==> src/rtl/wb2sdrc_pkg.sv <==
// Shared types for the wb2sdrc_burst Wishbone-to-SDRAM-controller bridge:
// FSM state encoding and Wishbone cycle-type (CTI) codes.
package wb2sdrc_pkg;

    typedef enum logic [2:0] {
        IDLE,
        WR_COLLECT,
        WR_REQ,
        WR_DRAIN,
        RD_REQ,
        RD_DATA,
        RD_FLUSH
    } state_t;

    localparam logic [2:0] CTI_CLASSIC = 3'b000;
    localparam logic [2:0] CTI_CONST   = 3'b001;
    localparam logic [2:0] CTI_INCR    = 3'b010;
    localparam logic [2:0] CTI_EOB     = 3'b111;

endpackage

==> src/rtl/wb2sdrc_sync_fifo.sv <==
// Single-clock FIFO with show-ahead head, occupancy count and synchronous clear.
// Used as the write-beat buffer and the read-return FIFO of wb2sdrc_burst.
module wb2sdrc_sync_fifo #(
    parameter int WIDTH = 8,
    parameter int DEPTH = 8
) (
    input  logic                   clk,
    input  logic                   rst_n,
    input  logic                   clr,
    input  logic                   push,
    input  logic [WIDTH-1:0]       din,
    input  logic                   pop,
    output logic [WIDTH-1:0]       dout,
    output logic [$clog2(DEPTH):0] count
);

    localparam int AW = $clog2(DEPTH);
    localparam logic [AW:0]   FULL = (AW+1)'(DEPTH);
    localparam logic [AW:0]   ONE  = (AW+1)'(1);
    localparam logic [AW-1:0] STEP = AW'(1);

    logic [WIDTH-1:0] mem [DEPTH];
    logic [AW-1:0]    wp;
    logic [AW-1:0]    rp;
    logic             do_push;
    logic             do_pop;

    assign do_push = push && (count != FULL);
    assign do_pop  = pop && (count != '0);
    assign dout    = mem[rp];

    always_ff @(posedge clk) begin
        if (do_push) mem[wp] <= din;
    end

    always_ff @(posedge clk or negedge rst_n) begin
        if (!rst_n) begin
            wp    <= '0;
            rp    <= '0;
            count <= '0;
        end else if (clr) begin
            wp    <= '0;
            rp    <= '0;
            count <= '0;
        end else begin
            if (do_push) wp <= wp + STEP;
            if (do_pop)  rp <= rp + STEP;
            if (do_push && !do_pop)      count <= count + ONE;
            else if (do_pop && !do_push) count <= count - ONE;
        end
    end

endmodule

==> src/rtl/wb2sdrc_burst.sv <==
// Wishbone B3 to SDRAM controller bridge with write-burst coalescing.
// Define WB2SDRC_RD_PREFETCH_EN to prefetch incrementing read bursts.
module wb2sdrc_burst
    import wb2sdrc_pkg::*;
#(
    parameter int dw        = 32,
    parameter int bl        = 9,
    parameter int BURST_MAX = 8
) (
    input  logic              sdram_clk,
    input  logic              sdram_resetn,
    input  logic              wb_stb_i,
    input  logic              wb_cyc_i,
    input  logic              wb_we_i,
    input  logic [29:0]       wb_addr_i,
    input  logic [dw-1:0]     wb_dat_i,
    input  logic [dw/8-1:0]   wb_sel_i,
    input  logic [2:0]        wb_cti_i,
    output logic              wb_ack_o,
    output logic [dw-1:0]     wb_dat_o,
    output logic              sdr_req,
    output logic [29:0]       sdr_req_addr,
    output logic [bl-1:0]     sdr_req_len,
    output logic              sdr_req_wr_n,
    input  logic              sdr_req_ack,
    input  logic              sdr_wr_next,
    output logic [dw/8-1:0]   sdr_wr_en_n,
    output logic [dw-1:0]     sdr_wr_data,
    input  logic              sdr_rd_valid,
    input  logic              sdr_last_rd,
    input  logic [dw-1:0]     sdr_rd_data
);

    localparam int SW = dw / 8;
    localparam int LB = $clog2(BURST_MAX);
    localparam logic [bl-1:0] BM_LEN  = bl'(BURST_MAX);
    localparam logic [bl-1:0] LEN_ONE = bl'(1);
    localparam logic [LB:0]   CNT_ONE = (LB+1)'(1);

    state_t state, state_n;

    logic              act, incr, at_edge, last_now;
    logic [29:0]       base_addr, next_addr, exp_addr;
    logic [bl-1:0]     count, count_n, rd_len;
    logic              wr_accept, rd_ack, seen_last;
    logic              issue, iss_wr_n;
    logic [29:0]       iss_addr;
    logic [bl-1:0]     iss_len;

    logic              wpop, rpush, rpop, rclr;
    logic [dw+SW-1:0]  wbuf_dout;
    logic [dw:0]       rf_dout;
    logic [LB:0]       wcnt, rcnt;
    logic              wempty, rempty;

    assign act      = wb_stb_i & wb_cyc_i;
    assign incr     = wb_cti_i == CTI_INCR;
    assign at_edge  = &wb_addr_i[LB-1:0];
    assign last_now = sdr_rd_valid & sdr_last_rd;
    assign wempty   = wcnt == '0;
    assign rempty   = rcnt == '0;

`ifdef WB2SDRC_RD_PREFETCH_EN
    assign rd_len = incr ? BM_LEN - bl'(wb_addr_i[LB-1:0]) : LEN_ONE;
`else
    assign rd_len = LEN_ONE;
`endif

    always_comb begin
        state_n   = state;
        count_n   = count;
        wr_accept = 1'b0;
        rd_ack    = 1'b0;
        issue     = 1'b0;
        iss_addr  = base_addr;
        iss_len   = count;
        iss_wr_n  = 1'b0;
        wpop      = 1'b0;
        rpush     = 1'b0;
        rpop      = 1'b0;
        rclr      = 1'b0;
        unique case (state)
            IDLE: begin
                if (act && wb_we_i) begin
                    wr_accept = 1'b1;
                    count_n   = LEN_ONE;
                    if (!incr || at_edge || BM_LEN == LEN_ONE) begin
                        issue    = 1'b1;
                        iss_addr = wb_addr_i;
                        iss_len  = LEN_ONE;
                        state_n  = WR_REQ;
                    end else begin
                        state_n = WR_COLLECT;
                    end
                end else if (act) begin
                    issue    = 1'b1;
                    iss_addr = wb_addr_i;
                    iss_len  = rd_len;
                    iss_wr_n = 1'b1;
                    state_n  = RD_REQ;
                end
            end
            WR_COLLECT: begin
                if (act && wb_we_i && wb_addr_i == next_addr) begin
                    wr_accept = 1'b1;
                    count_n   = count + LEN_ONE;
                    if (!incr || at_edge || count_n == BM_LEN) begin
                        issue   = 1'b1;
                        iss_len = count_n;
                        state_n = WR_REQ;
                    end
                end else begin
                    issue   = 1'b1;
                    state_n = WR_REQ;
                end
            end
            WR_REQ: begin
                wpop = sdr_wr_next && !wempty;
                if (sdr_req_ack) state_n = WR_DRAIN;
            end
            WR_DRAIN: begin
                wpop = sdr_wr_next && !wempty;
                if (wempty || (wpop && wcnt == CNT_ONE)) state_n = IDLE;
            end
            RD_REQ: begin
                rpush = sdr_rd_valid;
                if (sdr_req_ack) state_n = RD_DATA;
            end
            RD_DATA: begin
                rpush = sdr_rd_valid;
                if (act && !wb_we_i && wb_addr_i == exp_addr) begin
                    if (!rempty) begin
                        rd_ack = 1'b1;
                        rpop   = 1'b1;
                        // The final beat of the command ends the transfer cleanly.
                        if (rf_dout[dw])  state_n = IDLE;
                        else if (!incr)   state_n = RD_FLUSH;
                    end
                end else begin
                    state_n = RD_FLUSH;
                end
            end
            RD_FLUSH: begin
                rclr = 1'b1;
                if ((seen_last || last_now) && rempty) state_n = IDLE;
            end
            default: state_n = IDLE;
        endcase
    end

    always_ff @(posedge sdram_clk or negedge sdram_resetn) begin
        if (!sdram_resetn) begin
            state        <= IDLE;
            count        <= '0;
            base_addr    <= '0;
            next_addr    <= '0;
            exp_addr     <= '0;
            seen_last    <= 1'b0;
            sdr_req      <= 1'b0;
            sdr_req_addr <= '0;
            sdr_req_len  <= '0;
            sdr_req_wr_n <= 1'b1;
        end else begin
            state <= state_n;
            count <= count_n;
            if (wr_accept) next_addr <= wb_addr_i + 30'd1;
            if (wr_accept && state == IDLE) base_addr <= wb_addr_i;
            if (issue && iss_wr_n) exp_addr <= wb_addr_i;
            else if (rd_ack)       exp_addr <= exp_addr + 30'd1;
            if (issue)         seen_last <= 1'b0;
            else if (last_now) seen_last <= 1'b1;
            if (issue) begin
                sdr_req      <= 1'b1;
                sdr_req_addr <= iss_addr;
                sdr_req_len  <= iss_len;
                sdr_req_wr_n <= iss_wr_n;
            end else if (sdr_req_ack) begin
                sdr_req <= 1'b0;
            end
        end
    end

    wb2sdrc_sync_fifo #(.WIDTH(dw + SW), .DEPTH(BURST_MAX)) u_wbuf (
        .clk   (sdram_clk),
        .rst_n (sdram_resetn),
        .clr   (1'b0),
        .push  (wr_accept),
        .din   ({~wb_sel_i, wb_dat_i}),
        .pop   (wpop),
        .dout  (wbuf_dout),
        .count (wcnt)
    );

    wb2sdrc_sync_fifo #(.WIDTH(dw + 1), .DEPTH(BURST_MAX)) u_rfifo (
        .clk   (sdram_clk),
        .rst_n (sdram_resetn),
        .clr   (rclr),
        .push  (rpush),
        .din   ({sdr_last_rd, sdr_rd_data}),
        .pop   (rpop),
        .dout  (rf_dout),
        .count (rcnt)
    );

    // Empty buffers present idle values rather than stale storage.
    assign wb_ack_o    = sdram_resetn & (wr_accept | rd_ack);
    assign wb_dat_o    = rempty ? '0 : rf_dout[dw-1:0];
    assign sdr_wr_data = wempty ? '0 : wbuf_dout[dw-1:0];
    assign sdr_wr_en_n = wempty ? '1 : wbuf_dout[dw +: SW];

endmodule

==> config.mk <==
export PLATFORM = sky130hd
export DESIGN_NAME = wb2sdrc_burst
export DESIGN_NICKNAME = d
export VERILOG_FILES = /design/src/rtl/wb2sdrc_pkg.sv /design/src/rtl/wb2sdrc_sync_fifo.sv /design/src/rtl/wb2sdrc_burst.sv
export SDC_FILE = /design/constraint.sdc
export NUM_CORES = 1
export LEC_CHECK = 0
export BUFFER_PORTS_ARGS = -buffer_cell sky130_fd_sc_hd__buf_2
export CORE_ASPECT_RATIO = 0.5
export CORE_MARGIN = 8
export CORE_UTILIZATION = 45
export DETAILED_ROUTE_END_ITERATION = 10
export GPL_TIMING_DRIVEN = 0
export SLEW_MARGIN = 20
export SYNTH_ARGS = -nofsm -noshare
export SYNTH_HDL_FRONTEND = slang
export SYNTH_SLANG_ARGS = --single-unit
==> constraint.sdc <==
create_clock -name sdram_clk -period 7 [get_ports sdram_clk]
set_input_delay 1.75 -clock sdram_clk [delete_from_list [all_inputs] [get_ports sdram_clk]]
set_output_delay 1.75 -clock sdram_clk [all_outputs]
set_load 0.02 [all_outputs]
After elaboration in Yosys (flattened, before gate mapping). Memories as Yosys holds them, arrays and structs flattened. Index checks and enable logic that the tools add are counted.

Register bits: 164. Bits in writable memories: 552. Input bits: 110. Output and inout bits: 110. Word-level logic and storage cells: 169. Memories kept: 2.

Memory list: u_wbuf.mem (words 8, width 36, read ports 1, clocked after memory_dff 0, write ports 1, line wb2sdrc_sync_fifo.sv:22) `logic [WIDTH-1:0] mem [DEPTH];`; u_rfifo.mem (words 8, width 33, read ports 1, clocked after memory_dff 0, write ports 1, line wb2sdrc_sync_fifo.sv:22).

$add $sub $neg: 11. Eq/ne operators: 23. Multiplexer cells: 66. Bitwise gates (word level): 5. Reduce and logical (&&, ||, !) cells: 46.

Operators by type and width (number): $mux W30 (6); $mux W32 (2); $mux W9 (7); $add A30 B1 Y30 const B (2); $eq A30 B30 Y1 (2); $mux W3 (16); $pmux W9 S2 (2); $mux W4 (6); $mux W1 (23); $pmux W3 S7 (1); $logic_and A1 B1 Y1 (17); $reduce_bool A2 Y1 (7); $add A3 B1 Y3 const B (4); $ne A2 B2 Y1 const B (6); $ne A4 B4 Y1 const B (3); $add A9 B1 Y9 const B (1); $eq A3 B2 Y1 const B (3); $eq A3 B3 Y1 const B (3); $eq A9 B4 Y1 const B (1); $ne A3 B3 Y1 const B (3); $add A4 B1 Y4 const B (2); $logic_not A4 Y1 (2); $reduce_and A8 Y1 (1); $reduce_bool A4 Y1 (2); other kinds (14) (29).

Logic depth before layout (Yosys ltp). Gate-level depths: netlist (run 1).

Word-level depth: 10. Gate-level depth with buffers: 14. Gate-level depth less buffers: 11.

Modules after synthesis. Synthesis (run 1) repeated with hierarchy kept, for this count alone.

Cell total of the unflattened synthesis: 1953. Area total of the unflattened synthesis: 31162.4 µm².

By module, submodules not included: wb2sdrc_sync_fifo (u_wbuf) (instances 1, cells an instance 493, area an instance 11486.0 µm², seq. area each 8898.5 µm²); wb2sdrc_sync_fifo (u_rfifo) (instances 1, cells an instance 459, area an instance 10613.9 µm², seq. area each 8177.8 µm²); wb2sdrc_burst (instances 1, cells an instance 1001, area an instance 9062.4 µm², seq. area each 3604.7 µm²).

Worst setup path before layout (run 1). Ideal clock, no wire load.

Path type: input -> register. Start: in wb_addr_i[3]. End: mem u_wbuf.mem[2][0] (netlist bit), enable pin. Setup time: 0.532 ns. Data arrival time: 7.490 ns. Data required time: 6.468 ns. Path slack: -1.023 ns. Stages: 8. Buffers on the path: 1. Cells stage by stage: clkbuf_1 -> xor2_1 -> or4_1 -> nand4bb_1 -> or3_1 -> o21ai_1 -> nand2_1 -> nor4b_1.

Longest elaborated chain between the ends: 7.

RTL lines: from (decl) (line wb2sdrc_burst.sv:15) `input logic [29:0] wb_addr_i,`; $eq A30 B30 Y1 (line wb2sdrc_burst.sv:104) `if (act && wb_we_i && wb_addr_i == next_addr) begin`; $logic_and A1 B1 Y1 (line wb2sdrc_burst.sv:104); $mux W1 (line wb2sdrc_burst.sv:104); $pmux W1 S2 (line wb2sdrc_burst.sv:82) `unique case (state)`; $logic_and A1 B1 Y1 (line wb2sdrc_sync_fifo.sv:28) `assign do_push = push && (count != FULL);`; $mux W1 (line wb2sdrc_sync_fifo.sv:33) `if (do_push) mem[wp] <= din;`; $mux W1 (not written as such) (line wb2sdrc_sync_fifo.sv:33); to (decl) (line wb2sdrc_sync_fifo.sv:22).

Every way passes these cells.

Worst setup path in the final report (run 1).
Start: in wb_addr_i[8]. End: out wb_ack_o.

Longest elaborated chain between the ends: 6. Elaborated cells between the ends (all ways): 10. Classes of those cells: eq/ne (2); mux (4); bitwise (2); reduce/logical (2).

RTL lines: $eq A30 B30 Y1, on equally long branches (line wb2sdrc_burst.sv:104, wb2sdrc_burst.sv:131); $logic_and A1 B1 Y1, on equally long branches (line wb2sdrc_burst.sv:104, wb2sdrc_burst.sv:131); $mux W1, on equally long branches (line wb2sdrc_burst.sv:104, wb2sdrc_burst.sv:131); $pmux W1 S2 or $mux W1 (tied branches) (line wb2sdrc_burst.sv:82); $or A1 B1 Y1 (*) (line wb2sdrc_burst.sv:206) `assign wb_ack_o = sdram_resetn & (wr_accept | rd_ack);`; $and A1 B1 Y1 (*) (line wb2sdrc_burst.sv:206); to (decl) (line wb2sdrc_burst.sv:19) `output logic wb_ack_o,`.

Mark *: on every way between the ends. The rest lies on a longest branch, timed or not.

==> results of run 1 <==
[flip-flops by register name (all words and copies together) (netlist names), 3 cells and up]
register,count
u_wbuf.count,4
base_addr,30
state,3
count,9
exp_addr,30
u_rfifo.rp,3
u_rfifo.count,4
sdr_req_len,9
u_rfifo.mem,264
u_rfifo.wp,3
next_addr,30
u_wbuf.wp,3
u_wbuf.mem,288
sdr_req_addr,30
u_wbuf.rp,3
[worst max-delay path, stage by stage]
cell and delay (ns):
clkbuf_1 0.49, xor2_1 0.26, nor4_1 0.35, nand4_1 0.15, or3_1 0.51, o21a_1 0.21, clkbuf_1 0.24, clkbuf_1 0.30
a21boi_0 0.33, buf_2 0.22
[per-stage QoR]
step | area [um2] | TNS [ns]
finish | 35500 | 0
global route | 35500 | 0
CTS | 35400 | 0
detailed placement | 33200 | 0
global placement | 32400 | -1067.92
floorplan | 30300 | 0
[synthesized netlist by cell type (14+ instances only)]
master | number | area (um2)
clkbuf_1 | 90 | 338
edfxtp_1 | 552 | 16600
ha_1 | 14 | 175
o21ai_0 | 103 | 515
dfrtp_1 | 163 | 4080
nand3_1 | 33 | 165
xnor2_1 | 41 | 359
nor4_1 | 27 | 169
mux2i_1 | 99 | 991
a21oi_1 | 28 | 140
nor3_1 | 25 | 125
mux4_2 | 138 | 3110
inv_1 | 30 | 113
nor2_1 | 119 | 447
nand2_1 | 157 | 589
buf_1 | 28 | 105
xor2_1 | 79 | 692
mux2_2 | 28 | 315
nand4_1 | 32 | 200
[power by group through the flow]
stage	logic, W	clock network, W	registers (W)
after floorplan	0.00233	0	0.00557
after global placement	0.00352	0	0.00554
after detailed placement	0.00363	0	0.00554
after CTS	0.00364	0.00387	0.00545
after global routing	0.00392	0.00401	0.00552
final	0.00357	0.00378	0.00545
[per-layer routing]
metal / vias to the layer above / global-route usage
met5: - / 0
met4: 2 / 0.0528
met3: 120 / 0.0361
met2: 411 / 0.311
met1: 8878 / 0.256
li1: 8050 / -
[cell usage in the layout (no fill, tap or decap), types with 5 or more instances in the layout]
cell type,count
inv_1,30
o21ai_0,103
buf_1,27
nand2b_1,5
a21oi_1,28
buf_6,12
nor3_1,21
nor3b_2,5
edfxtp_1,552
clkinv_1,9
nand2_1,157
nand3_1,33
nor2b_1,8
a22oi_1,6
bufinv_16,8
mux4_2,138
clkinv_2,9
and4_1,5
nor4_1,25
mux2_2,28
xor2_1,79
clkbuf_16,68
nor2_1,117
nand4_1,32
dfrtp_1,163
or4_1,8
mux2i_1,99
buf_16,5
and3_1,7
and2_1,8
buf_2,211
nor3_2,5
xnor2_1,41
buf_4,51
or3_1,8
ha_1,14
clkbuf_1,106
[final cells by class]
| type | instances | area share |
|---|---|---|
| tap | 897 | 0.0317 |
| multi-input combinational | 1053 | 0.257 |
| clock buffer | 86 | 0.0505 |
| inverter | 30 | 0.00318 |
| timing repair buffer | 271 | 0.0473 |
| buffer | 128 | 0.0141 |
| antenna | 2 | 0.000141 |
| sequential | 716 | 0.583 |
| clock inverter | 35 | 0.0127 |
[path summary, 6_finish.rpt]
kind	start	end	slack, ns	cells after the start
worst max register to register	next_addr[18]$_DFFE_PN0P_	u_wbuf.mem[0][2]$_DFFE_PP_	2.46	11
worst max-delay path	wb_addr_i[8]	wb_ack_o	0.43	10
worst min register to register	sdr_req_wr_n$_DFFE_PN1P_	sdr_req_wr_n$_DFFE_PN1P_	0.46	2
max in group asynchronous	sdram_resetn	sdr_req_wr_n$_DFFE_PN1P_	5.01	2
worst min-delay path	sdr_req_wr_n$_DFFE_PN1P_	sdr_req_wr_n$_DFFE_PN1P_	0.46	2
min in group asynchronous	sdram_resetn	sdr_req_addr[8]$_DFFE_PN0P_	1.08	1
[cell families after synthesis]
| family | synth area share |
|---|---|
| muxes | 0.146 |
| and+or+nand+nor | 0.0727 |
| xor gates and xnor gates | 0.0347 |
| DFF | 0.683 |
| AOI/OAI and AO/OA | 0.0371 |
| adders and majority gates | 0.00645 |
| buffers and inverters | 0.0202 |
==> impl_metrics.toml, run 1 <==
[outcome]
status = "finished clean"

[floorplan]
die_y_um = 199
io_pins = 220
dieWidth_um = 383
start_util = 0.454
dieArea_um2 = 76300
core_area_um2 = 66700
rows = 67

[placed_design]
hpwl_mm = 51.2
post-place-ws_ns = 0.474
numPortBuffers = 192
place_inst = 3095
place.gp.congestion = 0.884

[logic_synthesis]
synth_warnings = 0
synthCells = 1927
synth_nets = 2052
syn_area_um2 = 30300
seq_area_frac_synth = 0.683
ys_ff_latch = 716
synth_edf_count = 552
syn_avg_cell_area_um2 = 15.7
synthArstFlopShare = 0.229
synth_flop_cell = "edfxtp_1"
netlist-cell-type-count = 70

[power]
p_int_w = 0.00864
p_seq_frac = 0.426
swShare = 0.325
p_sw_w = 0.00416
irDropWorstVdd_v = 0.000216
pwr-share-clk = 0.295
power_leakage_nw = 12.5
p_comb_frac = 0.279
power_density_nw_per_um2 = 361
power_w = 0.0128

[layout]
stdcell_count = 3218
num-fill-cells = 5559
multi_input_area_um2 = 9110
drive_gt1_frac = 0.247
areaGrowthSynthToFinish_pct = 17.1
final_util = 0.531
nets = 2392
regArea_um2 = 20700

[critical_path]
critPathKind = "input pin to primary output"
cp.arrival_ns = 4.82
crit_fanout = 10
end_kind = "primary output"
required_ns = 5.25
cp-start-kind = "input pin"

[timing]
fin_hold_ws_ns = 0.462
finClkSkew_ns = 0.0210
setup_viol = 0
fmax_mhz = 152
fin_ws_ns = 0.425
fin_crit_sh = 0.939
hold_viol_final = 0
tightest_slew_ns = 1.15
rsz0062_at_grt = "false"
finalCriticalPeriod_ns = 6.57
finalMaxSlewViolations = 0
worst_slew_margin_rel = 0.229

[global_routing]
grt.overflow.total = 0
antenna_found_initial = 6
grt_max_degree = 93
grt_pass1_wl_mm = 110
grt_pass1_vias = 17839
grt_usage = 0.188

[clock_tree]
htreeDepth = 3
cts_inserted_buffers = 67
clock_latency_ns = 0.64
clock-root-buffer = "clkbuf_16"
clk_path_buf_depth = 3
clkTransAtPathRegs_ns = 0.06
postCtsHoldBufs = 0
cts_tree = "yes"
clock-sinks = 716
post_cts_resized = 0
postCtsSetupRepairBufs = 0

[routing]
viasPerCell = 5.43
vias = 17461
drt_iter0_drc = 1428
drc = 0
wl_mm = 72.2
met1_length_mm = 32.0
wl_met3_mm = 3.40
highest_layer = "met5"
routedWlPerCell_um = 22.4
wl_met2_mm = 35.2
drtAntennaViolNets = 0
first_pass_iters = 5

[min_path]
hp-class = "flip-flop to flip-flop"

[flow_run]
max_cap_violations = 0
Note: power is estimated with default switching activity, not from simulation.
==> run 2, diff against run 1 <==
--- a/config.mk
+++ b/config.mk
@@ -8,9 +8,10 @@
 export BUFFER_PORTS_ARGS = -buffer_cell sky130_fd_sc_hd__buf_2
 export CORE_ASPECT_RATIO = 0.5
 export CORE_MARGIN = 8
-export CORE_UTILIZATION = 45
+export CORE_UTILIZATION = 55
 export DETAILED_ROUTE_END_ITERATION = 10
 export GPL_TIMING_DRIVEN = 0
+export PLACE_DENSITY = 0.74
 export SLEW_MARGIN = 20
 export SYNTH_ARGS = -nofsm -noshare
 export SYNTH_HDL_FRONTEND = slang
==> run 2 against run 1 <==
Net effect:
- clock skew up 0.0099 ns
- clock-buffer cell count down 15
- combinational power about the same
- wire length down 2.3%
- fmax rose by 1.0%
- worst setup slack better by 0.068 ns
- hold slack lost 0.0016 ns
- power is 2.8% lower
- utilization up 12 points
==> impl_metrics.toml, run 2 (synthesis results as in run 1) <==
[outcome]
status = "finished clean"

[routing]
routedWlPerCell_um = 23.3
viasPerCell = 5.93
drc = 0
first_pass_iters = 5
drtAntennaViolNets = 0
drt_iter0_drc = 1719
vias = 17938
wl_mm = 70.6

[floorplan]
rows = 60
dieArea_um2 = 63300
dieWidth_um = 348
io_pins = 220
start_util = 0.560
core_area_um2 = 54100
die_y_um = 182

[timing]
finalCriticalPeriod_ns = 6.51
rsz0062_at_grt = "false"
finalMaxSlewViolations = 0
fin_crit_sh = 0.929
finClkSkew_ns = 0.0309
fmax_mhz = 154
hold_viol_final = 0
tightest_slew_ns = 1.13
fin_hold_ws_ns = 0.460
setup_viol = 0
worst_slew_margin_rel = 0.243

[layout]
reg.largest.list = "u_wbuf.mem (288), u_rfifo.mem (264)"
top_register = "u_wbuf.mem"
multi_input_area_um2 = 9110
final_util = 0.647
mostFrequentLayoutCell = "edfxtp_1"
areaGrowthSynthToFinish_pct = 15.5
regArea_um2 = 20700
drive_gt1_frac = 0.245
layout_common_cells = "edfxtp_1 (552), buf_2 (216), dfrtp_1 (163)"
num-fill-cells = 3779
largest_reg_flops = 288
nets = 2382

[clock_tree]
post_cts_resized = 0
clock-sinks = 716
htreeDepth = 2
clock_latency_ns = 0.64
cts_inserted_buffers = 60
clkTransAtPathRegs_ns = 0.07
postCtsSetupRepairBufs = 0
postCtsHoldBufs = 0
clock-root-buffer = "clkbuf_16"
cts_tree = "yes"
clk_path_buf_depth = 3

[critical_path]
cpMostUsedCell = "clkbuf_1"
critical_path.cell_chain = "clkbuf_1, xor2_1, nor4_1, nand4_1, or3_1, o21a_1, clkbuf_1, clkbuf_1, a21boi_0, buf_2"
cp-start-kind = "input pin"
critPathKind = "input pin to primary output"
critical-path-max-stage-delay_ns = 0.52
cp.arrival_ns = 4.76
crit_fanout = 10
crit_path_top_delay_cell = "or3_1"
required_ns = 5.25
end_kind = "primary output"

[power]
power_leakage_nw = 12.4
irDropWorstVdd_v = 0.000314
power_density_nw_per_um2 = 356
power_w = 0.0125

[flow_run]
max_cap_violations = 0

[global_routing]
grt_usage = 0.219
grt.overflow.total = 0
antenna_found_initial = 9
grt_max_degree = 98
grt_pass1_wl_mm = 108
grt_pass1_vias = 18245

[placed_design]
numPortBuffers = 192
place.gp.congestion = 0.915
hpwl_mm = 49.5

[min_path]
hp-class = "flip-flop to flip-flop"
## run 2: changes by cell type in the layout (fill, tap and decap cells not counted), sizes merged
| cell | previous run | this run |
|---|---|---|
| clkinv | 21 | 28 |
| diode | 2 | 6 |
| clkinvlp | 2 | 4 |
| clkbuf | 178 | 163 |
| inv | 34 | 32 |
| buf | 307 | 304 |
## run 2: worst max-delay path, delay by kind of cell
kind | cells | cell delay [ns]
xor+xnor | 1 | 0.23
simple gates | 3 | 1.05
compound gates | 2 | 0.48
buf+inv | 4 | 1.24
## run 2: per-stage QoR
stage | worst slack (ns) | cell area (um2) | TNS, ns | std cells
4_1_cts | 0.520 | 34900 | 0 | 3021
5_1_grt | 0.357 | 35000 | 0 | 3027
2_1_floorplan | 0.162 | 30300 | 0 | 1927
3_5_place_dp | 0.523 | 32900 | 0 | 2908
3_3_place_gp | -3.29 | 32100 | -998.68 | 2832
6_report | 0.494 | 35000 | 0 | 3027
## run 2: final timing paths
kind | startpoint | to | slack (ns) | cells after the start
min in group asynchronous | sdram_resetn | sdr_req_len[7]$_DFFE_PN0P_ | 1.07 | 1
max in group asynchronous | sdram_resetn | sdr_req_addr[15]$_DFFE_PN0P_ | 5.01 | 2
min reg2reg | sdr_req_wr_n$_DFFE_PN1P_ | sdr_req_wr_n$_DFFE_PN1P_ | 0.46 | 2
min | sdr_req_wr_n$_DFFE_PN1P_ | sdr_req_wr_n$_DFFE_PN1P_ | 0.46 | 2
max | wb_addr_i[8] | wb_ack_o | 0.49 | 10
max reg2reg | next_addr[18]$_DFFE_PN0P_ | u_wbuf.mem[1][5]$_DFFE_PP_ | 2.52 | 10
## run 2: layout make-up
cell class | count | share of cell area
clock buffers | 71 | 0.0441
clock inverters | 42 | 0.0139
repair buffers | 268 | 0.0462
plain buffers | 128 | 0.0143
well taps | 713 | 0.0255
inverters | 30 | 0.00322
diodes | 6 | 0.000429
flip-flops and latches | 716 | 0.592
multi-input cells | 1053 | 0.261
## run 2: power breakdown
part	total, W	switching (W)	leakage (nW)	internal, W
logic	0.00355	0.00216	4.38	0.00139
clock network	0.00344	0.00155	0.978	0.00189
registers	0.00546	0.000346	7.04	0.00511
## run 2: routing by layer
| metal | track usage | routed length [um] | vias up |
|---|---|---|---|
| met5 | 0 | 22 | - |
| met4 | 0.0528 | 1370 | 4 |
| met3 | 0.0348 | 4340 | 117 |
| met2 | 0.371 | 35400 | 670 |
| met1 | 0.300 | 29400 | 9132 |
| li1 | - | - | 8015 |
==> run 3, diff against run 2 <==
--- a/config.mk
+++ b/config.mk
@@ -12,7 +12,8 @@
 export DETAILED_ROUTE_END_ITERATION = 10
 export GPL_TIMING_DRIVEN = 0
 export PLACE_DENSITY = 0.74
-export SLEW_MARGIN = 20
+export SLEW_MARGIN = 0
 export SYNTH_ARGS = -nofsm -noshare
 export SYNTH_HDL_FRONTEND = slang
+export SYNTH_HIERARCHICAL = 1
 export SYNTH_SLANG_ARGS = --single-unit
==> run 3 against run 2 <==
Net effect:
- non-clock buffer count shrank 20
- area after synthesis grew 2.9%
- critical path type unchanged
- global-route usage grew 0.68 points
- via count grew 2.5%
- highest routed layer unchanged
- hold slack gained 0.039 ns
==> impl_metrics.toml, run 3 <==
[layout]
regArea_um2 = 20700
drive_gt1_frac = 0.304
stdcell_area_um2 = 35900
num-fill-cells = 3942
multi_input_area_um2 = 9800
mostFrequentLayoutCell = "edfxtp_1"
layout_common_cells = "edfxtp_1 (552), buf_2 (228), dfrtp_1 (163)"
largest_reg_flops = 288
top_register = "u_wbuf/mem"
nets = 2385
areaGrowthSynthToFinish_pct = 15.2
stdcell_count = 3069
reg.largest.list = "u_wbuf/mem (288), u_rfifo/mem (264)"

[logic_synthesis]
yosysMostFrequentCell = "edfxtp_1"
synth_edf_count = 552
synth_top_area_cell = "edfxtp_1"
ys_top_cells_by_area = "edfxtp_1 (53%), dfrtp_1 (13%), mux4_2 (10%)"
synth_flop_cell = "edfxtp_1"
synth_warnings = 6
synth_top_area_share = 0.532
netlist-cell-type-count = 78
seq_area_frac_synth = 0.664
synthCells = 1953
synth_common_cells = "edfxtp_1 (552), dfrtp_1 (163), mux4_2 (138)"
syn_area_um2 = 31200
synthArstFlopShare = 0.229
ys_ff_latch = 716
syn_avg_cell_area_um2 = 16.0

[critical_path]
reg2reg_to = "u_wbuf/mem[1][6]$_DFFE_PP_"
cpMostUsedCell = "buf_2"
cp.arrival_ns = 4.80
rrSetupSlack_ns = 1.81
required_ns = 5.25
r2r_cells = 12
crit_end = "wb_ack_o"
crit_fanout = 10
critical_path.cell_chain = "clkbuf_1, xnor2_1, nand4_1, nor4_1, nand3_1, nand2_1, buf_2, o21a_1, buf_2"
critical-path-max-stage-delay_ns = 0.65
r2r_start = "state[0]$_DFFE_PN0P_"
cp-startpoint = "wb_addr_i[20]"
critPathKind = "input pin to primary output"
crit_path_top_delay_cell = "nor4_1"
end_kind = "primary output"
cp-start-kind = "input pin"

[routing]
met1_length_mm = 30.3
wl_mm = 74.4
first_pass_iters = 5
drtAntennaViolNets = 0
wl_met2_mm = 38.3
routedWlPerCell_um = 24.2
wl_met3_mm = 3.97
highest_layer = "met5"
viasPerCell = 5.99
vias = 18380
drt_iter0_drc = 1626
drc = 0

[placed_design]
place.gp.congestion = 0.919
hpwl_mm = 50.0
numPortBuffers = 192
place_inst = 2954
placed_area_um2 = 33900

[timing]
fin_crit_sh = 0.936
tightest_slew_ns = 1.14
finalMaxSlewViolations = 0
fmax_mhz = 153
finClkSkew_ns = 0.0270
setup_viol = 0
fin_hold_ws_ns = 0.500
rsz0062_at_grt = "false"
finalCriticalPeriod_ns = 6.55
worst_slew_margin_rel = 0.237
hold_viol_final = 0

[floorplan]
dieWidth_um = 353
io_pins = 220
dieArea_um2 = 65000
rows = 61
die_y_um = 184
core_area_um2 = 55800
start_util = 0.559

[clock_tree]
post_cts_resized = 0
postCtsHoldBufs = 0
clock_latency_ns = 0.64
clock-sinks = 716
htreeDepth = 2
clock-root-buffer = "clkbuf_16"
cts_inserted_buffers = 60
clkTransAtPathRegs_ns = 0.07
clk_path_buf_depth = 3
cts_tree = "yes"
postCtsSetupRepairBufs = 0

[global_routing]
grt_usage = 0.226
grt_pass1_vias = 18893
antenna_found_initial = 6
grt.overflow.total = 0
grt_pass1_wl_mm = 114
grt_max_degree = 102

[min_path]
hp-class = "flip-flop to flip-flop"
whs_path_depth = 2

[power]
power_leakage_nw = 12.4
power_density_nw_per_um2 = 313
irDropWorstVdd_v = 0.000199

[flow_run]
max_cap_violations = 0

[outcome]
status = "finished clean"
-- run 3: cell families after synthesis --
logic type,share of synthesized area
compound gates,0.0433
xor+xnor,0.0287
fa+ha+maj,0.00610
buf+inv,0.0256
flops,0.664
mux,0.155
other cells,0.000120
simple gates,0.0777
-- run 3: how the worst min path moves through the flow --
stage / startpoint / to / slack (ns)
floorplan: seen_last$_DFFE_PN0P_ / seen_last$_DFFE_PN0P_ / 0.45
global placement: base_addr[21]$_DFFE_PN0P_ / base_addr[21]$_DFFE_PN0P_ / 0.47
detailed placement: sdr_req_len[1]$_DFFE_PN0P_ / sdr_req_len[1]$_DFFE_PN0P_ / 0.48
CTS: base_addr[23]$_DFFE_PN0P_ / base_addr[23]$_DFFE_PN0P_ / 0.49
global route: sdr_req_len[1]$_DFFE_PN0P_ / sdr_req_len[1]$_DFFE_PN0P_ / 0.51
finish: base_addr[23]$_DFFE_PN0P_ / base_addr[23]$_DFFE_PN0P_ / 0.50
-- run 3: critical path: cells and delay by family --
kind | cells | cell delay, ns
AND/OR/NAND/NOR | 4 | 1.57
AO/OA/AOI/OAI | 1 | 0.19
XOR/XNOR | 1 | 0.24
buffers and inverters | 3 | 1.05
-- run 3: area by class of cell --
cell class	instances	share of cell area
diodes	1	0.0000697
plain buffers	132	0.0179
clock buffers	69	0.0431
clock inverters	44	0.0132
inverters	42	0.00439
multi-input cells	1065	0.273
flip-flops and latches	716	0.576
well taps	756	0.0264
repair buffers	244	0.0455
-- run 3: metrics by stage --
step / utilization / setup TNS, ns / power, W / worst slack (ns)
after floorplan: - / 0 / 0.00703 / 0.213
after global placement: 0.593 / -908.24 / 0.00776 / -3.49
after detailed placement: 0.607 / 0 / 0.00787 / 0.230
after CTS: 0.643 / 0 / 0.0113 / 0.428
after global routing: 0.643 / 0 / 0.0117 / 0.121
final: 0.643 / 0 / 0.0112 / 0.447
-- run 3: routing by layer --
layer	track usage	up-vias
met4	0.0578	8
li1	-	8186
met3	0.0375	132
met5	0	-
met1	0.290	9479
met2	0.404	575
-- run 3: where the power goes --
| group | total, W | internal [W] | switching (W) |
|---|---|---|---|
| registers | 0.00549 | 0.00512 | 0.000374 |
| clock network | 0.00345 | 0.00189 | 0.00156 |
| logic | 0.00230 | 0.000917 | 0.00138 |
| total | 0.0112 | 0.00792 | 0.00332 |
